**src/rtl/round_sequencer.sv**
```systemverilog
// Game-round controller for the roulette datapath.
// Collects a wager and up to four picked numbers, launches the wheel, scores the
// result, strobes the money manager and decides between continue / lose / win.
//
// Ports:
//   clk, rst                  clock and synchronous active-high reset
//   bet_step, pick_valid,     betting controls (pulses), honoured only in BET
//   pick_num, bet_clear, spin
//   restart                   abort the game from any non-IDLE state
//   wheel_done, wheel_result  wheel completion pulse and winning number
//   current_money,            balance and balance flags from the money manager
//   money_zero, money_max
//   wheel_start               one-cycle wheel launch pulse
//   bet_amount, bet_count,    current wager, number of picks, packed picks
//   picks
//   hit_count, win_flag       scoring of the last spin
//   update_req                one-cycle balance update strobe
//   game_reset                one-cycle balance reinitialise pulse
//   state                     encoded FSM state
//   game_over, game_clear     lost / won indicators
//   timeout_err               sticky wheel-timeout indicator
module round_sequencer #(
  parameter int unsigned BET_STEP      = 10,
  parameter int unsigned BET_MAX       = 100,
  parameter int unsigned WHEEL_TIMEOUT = 1000000,
  parameter int unsigned SETTLE_CYC    = 2,
  parameter int unsigned RESULT_CYC    = 50000000
) (
  input  logic        clk,
  input  logic        rst,
  input  logic        bet_step,
  input  logic        pick_valid,
  input  logic [3:0]  pick_num,
  input  logic        bet_clear,
  input  logic        spin,
  input  logic        restart,
  input  logic        wheel_done,
  input  logic [3:0]  wheel_result,
  input  logic [15:0] current_money,
  input  logic        money_zero,
  input  logic        money_max,
  output logic        wheel_start,
  output logic [15:0] bet_amount,
  output logic [2:0]  bet_count,
  output logic [15:0] picks,
  output logic [2:0]  hit_count,
  output logic        win_flag,
  output logic        update_req,
  output logic        game_reset,
  output logic [2:0]  state,
  output logic        game_over,
  output logic        game_clear,
  output logic        timeout_err
);

  typedef enum logic [2:0] {
    StIdle   = 3'd0,
    StBet    = 3'd1,
    StSpin   = 3'd2,
    StUpdate = 3'd3,
    StSettle = 3'd4,
    StResult = 3'd5,
    StOver   = 3'd6,
    StClear  = 3'd7
  } state_e;

  state_e      state_q, state_d;
  logic [31:0] cnt_q, cnt_d;
  logic [15:0] bet_amount_q, bet_amount_d;
  logic [2:0]  bet_count_q, bet_count_d;
  logic [15:0] picks_q, picks_d;
  logic [2:0]  hit_count_q, hit_count_d;
  logic        win_flag_q, win_flag_d;
  logic        wheel_start_q, wheel_start_d;
  logic        update_req_q, update_req_d;
  logic        game_reset_q, game_reset_d;
  logic        timeout_err_q, timeout_err_d;

  logic [3:0]  slot_used;
  logic [2:0]  hits;
  logic        dup;
  logic [16:0] bet_sum;
  logic [16:0] bet_capped;

  // Slot compare against the wheel result and the offered pick; only filled slots count.
  always_comb begin
    hits = 3'd0;
    dup  = 1'b0;
    for (int k = 0; k < 4; k++) begin
      slot_used[k] = (bet_count_q > 3'(k));
      if (slot_used[k] && (picks_q[4*k +: 4] == wheel_result)) hits = hits + 3'd1;
      if (slot_used[k] && (picks_q[4*k +: 4] == pick_num))     dup  = 1'b1;
    end
  end

  // 17-bit sum cannot wrap; saturate to the balance, then to the table ceiling.
  always_comb begin
    bet_sum    = {1'b0, bet_amount_q} + 17'(BET_STEP);
    bet_capped = bet_sum;
    if (bet_capped > {1'b0, current_money}) bet_capped = {1'b0, current_money};
    if (bet_capped > 17'(BET_MAX))          bet_capped = 17'(BET_MAX);
  end

  always_comb begin
    state_d       = state_q;
    cnt_d         = cnt_q + 32'd1;
    bet_amount_d  = bet_amount_q;
    bet_count_d   = bet_count_q;
    picks_d       = picks_q;
    hit_count_d   = hit_count_q;
    win_flag_d    = win_flag_q;
    wheel_start_d = 1'b0;
    update_req_d  = 1'b0;
    game_reset_d  = 1'b0;
    timeout_err_d = timeout_err_q;

    if (restart && (state_q != StIdle)) begin
      state_d      = StIdle;
      game_reset_d = 1'b1;
    end else begin
      unique case (state_q)
        StIdle: begin
          bet_amount_d = '0;
          bet_count_d  = '0;
          picks_d      = '0;
          hit_count_d  = '0;
          win_flag_d   = 1'b0;
          state_d      = StBet;
        end
        StBet: begin
          if (spin && (bet_count_q != 3'd0) && (bet_amount_q != 16'd0)) begin
            wheel_start_d = 1'b1;
            timeout_err_d = 1'b0;
            state_d       = StSpin;
          end else if (bet_clear) begin
            bet_amount_d = '0;
            bet_count_d  = '0;
            picks_d      = '0;
          end else begin
            if (bet_step) bet_amount_d = bet_capped[15:0];
            if (pick_valid && (bet_count_q < 3'd4) && !dup) begin
              picks_d[{bet_count_q[1:0], 2'b00} +: 4] = pick_num;
              bet_count_d = bet_count_q + 3'd1;
            end
          end
        end
        StSpin: begin
          // A completion in the same cycle as the timeout takes precedence.
          if (wheel_done) begin
            hit_count_d  = hits;
            win_flag_d   = (hits != 3'd0);
            update_req_d = 1'b1;
            state_d      = StUpdate;
          end else if (cnt_q == WHEEL_TIMEOUT - 1) begin
            timeout_err_d = 1'b1;
            state_d       = StBet;
          end
        end
        StUpdate: state_d = StSettle;
        StSettle: begin
          if (cnt_q == SETTLE_CYC - 1) begin
            if (money_max)       state_d = StClear;
            else if (money_zero) state_d = StOver;
            else                 state_d = StResult;
          end
        end
        StResult: begin
          if (cnt_q == RESULT_CYC - 1) begin
            bet_amount_d = '0;
            bet_count_d  = '0;
            picks_d      = '0;
            hit_count_d  = '0;
            win_flag_d   = 1'b0;
            state_d      = StBet;
          end
        end
        StOver, StClear: ;
        default: state_d = StIdle;
      endcase
    end

    // Every state's dwell counter starts from zero on entry.
    if (state_d != state_q) cnt_d = '0;
  end

  always_ff @(posedge clk) begin
    if (rst) begin
      state_q       <= StIdle;
      cnt_q         <= '0;
      bet_amount_q  <= '0;
      bet_count_q   <= '0;
      picks_q       <= '0;
      hit_count_q   <= '0;
      win_flag_q    <= 1'b0;
      wheel_start_q <= 1'b0;
      update_req_q  <= 1'b0;
      game_reset_q  <= 1'b0;
      timeout_err_q <= 1'b0;
    end else begin
      state_q       <= state_d;
      cnt_q         <= cnt_d;
      bet_amount_q  <= bet_amount_d;
      bet_count_q   <= bet_count_d;
      picks_q       <= picks_d;
      hit_count_q   <= hit_count_d;
      win_flag_q    <= win_flag_d;
      wheel_start_q <= wheel_start_d;
      update_req_q  <= update_req_d;
      game_reset_q  <= game_reset_d;
      timeout_err_q <= timeout_err_d;
    end
  end

  assign wheel_start = wheel_start_q;
  assign bet_amount  = bet_amount_q;
  assign bet_count   = bet_count_q;
  assign picks       = picks_q;
  assign hit_count   = hit_count_q;
  assign win_flag    = win_flag_q;
  assign update_req  = update_req_q;
  assign game_reset  = game_reset_q;
  assign state       = state_q;
  assign game_over   = (state_q == StOver);
  assign game_clear  = (state_q == StClear);
  assign timeout_err = timeout_err_q;

endmodule

```
**config.mk**
```make
export PLATFORM = sky130hd
export DESIGN_NAME = round_sequencer
export DESIGN_NICKNAME = d
export VERILOG_FILES = /design/src/rtl/round_sequencer.sv
export SDC_FILE = /design/constraint.sdc
export NUM_CORES = 1
export LEC_CHECK = 0
export CAP_MARGIN = 20
export CELL_PAD_IN_SITES_DETAIL_PLACEMENT = 1
export CELL_PAD_IN_SITES_GLOBAL_PLACEMENT = 2
export CORE_MARGIN = 3
export CORE_UTILIZATION = 35
export CTS_BUF_LIST = sky130_fd_sc_hd__clkbuf_4 sky130_fd_sc_hd__clkbuf_8
export DETAILED_ROUTE_END_ITERATION = 12
export DONT_BUFFER_PORTS = 1
export PLACE_DENSITY = 0.86
export SLEW_MARGIN = 20
export SYNTH_ARGS = -nofsm -noshare
export SYNTH_HDL_FRONTEND = slang
export SYNTH_SLANG_ARGS = --single-unit
```
**constraint.sdc**
```tcl
create_clock -name clk -period 3.7 [get_ports clk]
set_input_delay 0.37 -clock clk [delete_from_list [all_inputs] [get_ports clk]]
set_output_delay 0.37 -clock clk [all_outputs]
set_load 0.01 [all_outputs]
```
==> results.json <==
{
  "fin_crit_sh": 0.957,
  "tightestPinTransition_ns": 0.772,
  "pwr-share-clk": 0.448,
  "cp-end-kind": "register",
  "grt_pass1_wl_mm": 25.5,
  "cts_tree": "yes",
  "ioPinCount": 82,
  "synth_ff_type": "dfxtp_1",
  "skew_ns": 0.00832,
  "criticalPathCategory": "register to register",
  "min_path_cells": 1,
  "grt_usage": 0.195,
  "drtAntennaViolNets": 0,
  "hpwl_mm": 12.2,
  "crit_buf_inv": 1,
  "reg2reg_depth": 14,
  "yosys-top-cells-area": "dfxtp_1 30%, ha_1 7.1%, xnor2_1 6.8%, xor2_1 6.6%, nor2_1 4.5%",
  "start_kind": "register",
  "synth_nets": 691,
  "p_sw_uw": 424,
  "crit_cells": 14,
  "ys.warnings.count": 0,
  "arrival_ns": 3.81,
  "cp_common_cell": "ha_1",
  "reg2reg_slack_ns": 0.16,
  "die_h_um": 127,
  "area_growth_pct": 11.5,
  "io_buffers": 0,
  "num_vias": 4631,
  "rows": 43,
  "drc": 0,
  "hold_buffers": 0,
  "netSwitchingFraction": 0.237,
  "ys_seq_area_frac": 0.304,
  "ir_drop_v": 0.000220,
  "crit_slowest_cell": "o41ai_2",
  "pwr-share-comb": 0.074,
  "fin_tns_setup_ns": 0,
  "powerDensity_nw_per_um2": 312,
  "hold_violations": 0,
  "status": "finished, final reports clean",
  "sequentialPowerShare": 0.479,
  "path_clk_slew_ns": 0.08,
  "synth_area_um2": 5140,
  "cts_made_buffers": 9,
  "grt_pass1_vias": 4922,
  "p_int_uw": 1360,
  "final_max_slew_viol_count": 0,
  "finalCriticalPeriod_ns": 3.54,
  "core_area_um2": 14100,
  "firstDrtPassIters": 4,
  "grt-ovfl-total": 0,
  "cap_violations": 0,
  "rsz0062_at_grt": "true",
  "die_area_um2": 16200,
  "detail_route.wl_per_cell_um": 18.7,
  "drtIter0Drc": 205,
  "critical-path-max-stage-delay_ns": 0.41,
  "syn_area_per_cell_um2": 8.18,
  "leakagePower_uw": 0.00222,
  "dp.cells": 807,
  "ys_types": 71,
  "drt-total-wl_mm": 15.4,
  "clock_path_buffers": 2,
  "viasPerCell": 5.61,
  "rr_startpoint": "bet_amount[2]",
  "cp_max_fo": 5,
  "final_cells": 826,
  "synth_edf_count": 0,
  "synthArstFlopShare": 0,
  "grt_antenna_before_repair": 2,
  "cts.htree.levels": 3,
  "drive_gt1_frac": 0.105,
  "root_buffer": "clkbuf_8",
  "cp_top_family": "compound AO/OA/AOI/OAI gates",
  "worstPathCellList": "ha_1, o211a_1, and2_1, nand3_1, xnor2_2, ha_1, and3_1, a221o_1, o21bai_1, o41ai_2, and2_4, buf_4, nand3b_1, a32o_1",
  "gp_congestion": 0.886,
  "setup_viol": 0,
  "finish.net_count": 703,
  "synth_top_area_cell": "dfxtp_1",
  "syn-instance-count": 628,
  "hold_path.startpoint": "rst",
  "clk_latency_ns": 0.38,
  "min_to": "bet_count[1]",
  "cts.sinks": 78,
  "slew_headroom": 0.481,
  "dieWidth_um": 127,
  "hp-class": "input pin to register",
  "worstPathRequired_ns": 3.96,
  "synth_top_area_share": 0.304,
  "initial_core_util": 0.365,
  "ys_ff_latch": 78,
  "r2r_end": "bet_amount[5]",
  "max_freq_ghz": 0.282,
  "grt_max_degree": 35
}
cell type report:
cell class,count,area [um^2]
timing repair buffer,26,195
tap,180,225
multi-input combinational,484,3340
clock buffer,10,138
fill,1724,8370
antenna,1,2.50
inverter,41,154
sequential,78,1570
clock inverter,6,109
timing repair:
action,CTS,global route
endpoints found under the setup margin,1,7
setup buffers,0,2
pin swaps,0,5
resized for setup,1,8
hold endpoints to repair,0,0
cloned,0,0
worst register-to-register path, stage by stage, from the launching register on:
cell and delay [ns]:
dfxtp_4 0.37, ha_1 0.21, o211a_1 0.25, and2_1 0.18, nand3_1 0.12, xnor2_2 0.14, ha_1 0.26, and3_1 0.22
a221o_1 0.34, o21bai_1 0.19, o41ai_2 0.41, and2_4 0.24, buf_4 0.12, nand3b_1 0.09, a32o_1 0.30
kinds of logic after synthesis:
logic type | count (synthesis) | share of synthesized area
compound gates | 96 | 0.139
xor+xnor | 79 | 0.135
fa+ha+maj | 29 | 0.0706
buf+inv | 66 | 0.0514
flops | 78 | 0.304
mux | 10 | 0.0197
simple gates | 270 | 0.281
per-layer routing:
| layer | track usage | up-vias | wire (um) |
|---|---|---|---|
| li1 | - | 2241 | - |
| met3 | 0.0610 | 26 | 909 |
| met4 | 0.0662 | 2 | 321 |
| met2 | 0.337 | 105 | 7690 |
| met5 | 0 | - | 13 |
| met1 | 0.229 | 2257 | 6510 |
stage by stage:
| step | power [uW] | hold slack (ns) | setup WS, ns | cell area [um^2] | utilization |
|---|---|---|---|---|---|
| 2_1_floorplan | 985 | 0.445 | 0.123 | 5140 | - |
| 3_3_place_gp | 1000 | 0.442 | 0.181 | 5430 | 0.385 |
| 3_5_place_dp | 1010 | 0.444 | 0.0436 | 5430 | 0.385 |
| 4_1_cts | 1810 | 0.0329 | 0.0856 | 5680 | 0.403 |
| 5_1_grt | 1870 | 0.0355 | -0.0199 | 5730 | 0.406 |
| 6_report | 1790 | 0.0586 | 0.158 | 5730 | 0.406 |
cell usage after synthesis (2+ instances only):
master and n:
nand3b_1 3, a21boi_0 3, and4_1 8, and3_1 9, nand3_1 34, o31ai_1 2
nand2_1 51, o21a_1 3, nor4_2 2, o21bai_1 2, a32o_1 3, nor4b_1 4
a31oi_1 8, buf_2 4, nand2b_1 15, o32ai_1 6, or2_2 3, xnor2_1 40
nor2b_1 5, o211ai_1 4, a21o_1 5, dfxtp_1 78, xor2_1 39, nor3_1 17
clkbuf_1 19, o22ai_1 3, a32oi_1 2, and2_1 12, a21oi_1 18, o21ai_2 3
ha_1 29, nand4_1 17, inv_1 41, mux2i_1 9, nor2_1 62, or3_1 6
a41oi_1 2, o21ai_0 10, o21ai_1 5, nor4_1 11
worst max path at each step:
stage	from	endpoint	slack [ns]
after floorplan	bet_amount[1]	bet_amount[3]	0.12
after global placement	bet_amount[2]	bet_amount[3]	0.18
after detailed placement	bet_amount[2]	bet_amount[3]	0.04
after CTS	bet_amount[5]	bet_amount[3]	0.09
after global routing	bet_amount[1]	bet_amount[3]	-0.02
final	bet_amount[2]	bet_amount[5]	0.16
sequential cells by signal, summed over array words and instances (netlist names):
signal	cells
hit_count	3
timeout_err	1
update_req	1
bet_amount	16
game_reset	1
wheel_start	1
win_flag	1
cnt_q	32
picks	16
bet_count	3
state	3
cell usage in the layout (no fill, tap or decap), drive strengths merged, types with 12 or more instances in the layout:
cell type / n
dfxtp: 78
nor2: 63
nand2: 51
inv: 41
xnor2: 40
xor2: 39
nand3: 34
ha: 29
buf: 26
nor3: 18
a21oi: 18
o21ai: 18
nand4: 17
nand2b: 15
nor4: 13
and2: 12
power by group through the flow:
stage               sequential (uW)  combinational (uW)  clock [uW]
finish                          855                 132         800
global route                    857                 149         860
CTS                             856                 133         822
detailed placement              876                 132           0
global placement                875                 127           0
floorplan                       871                 114           0
Note: power is estimated with default switching activity, not from simulation.
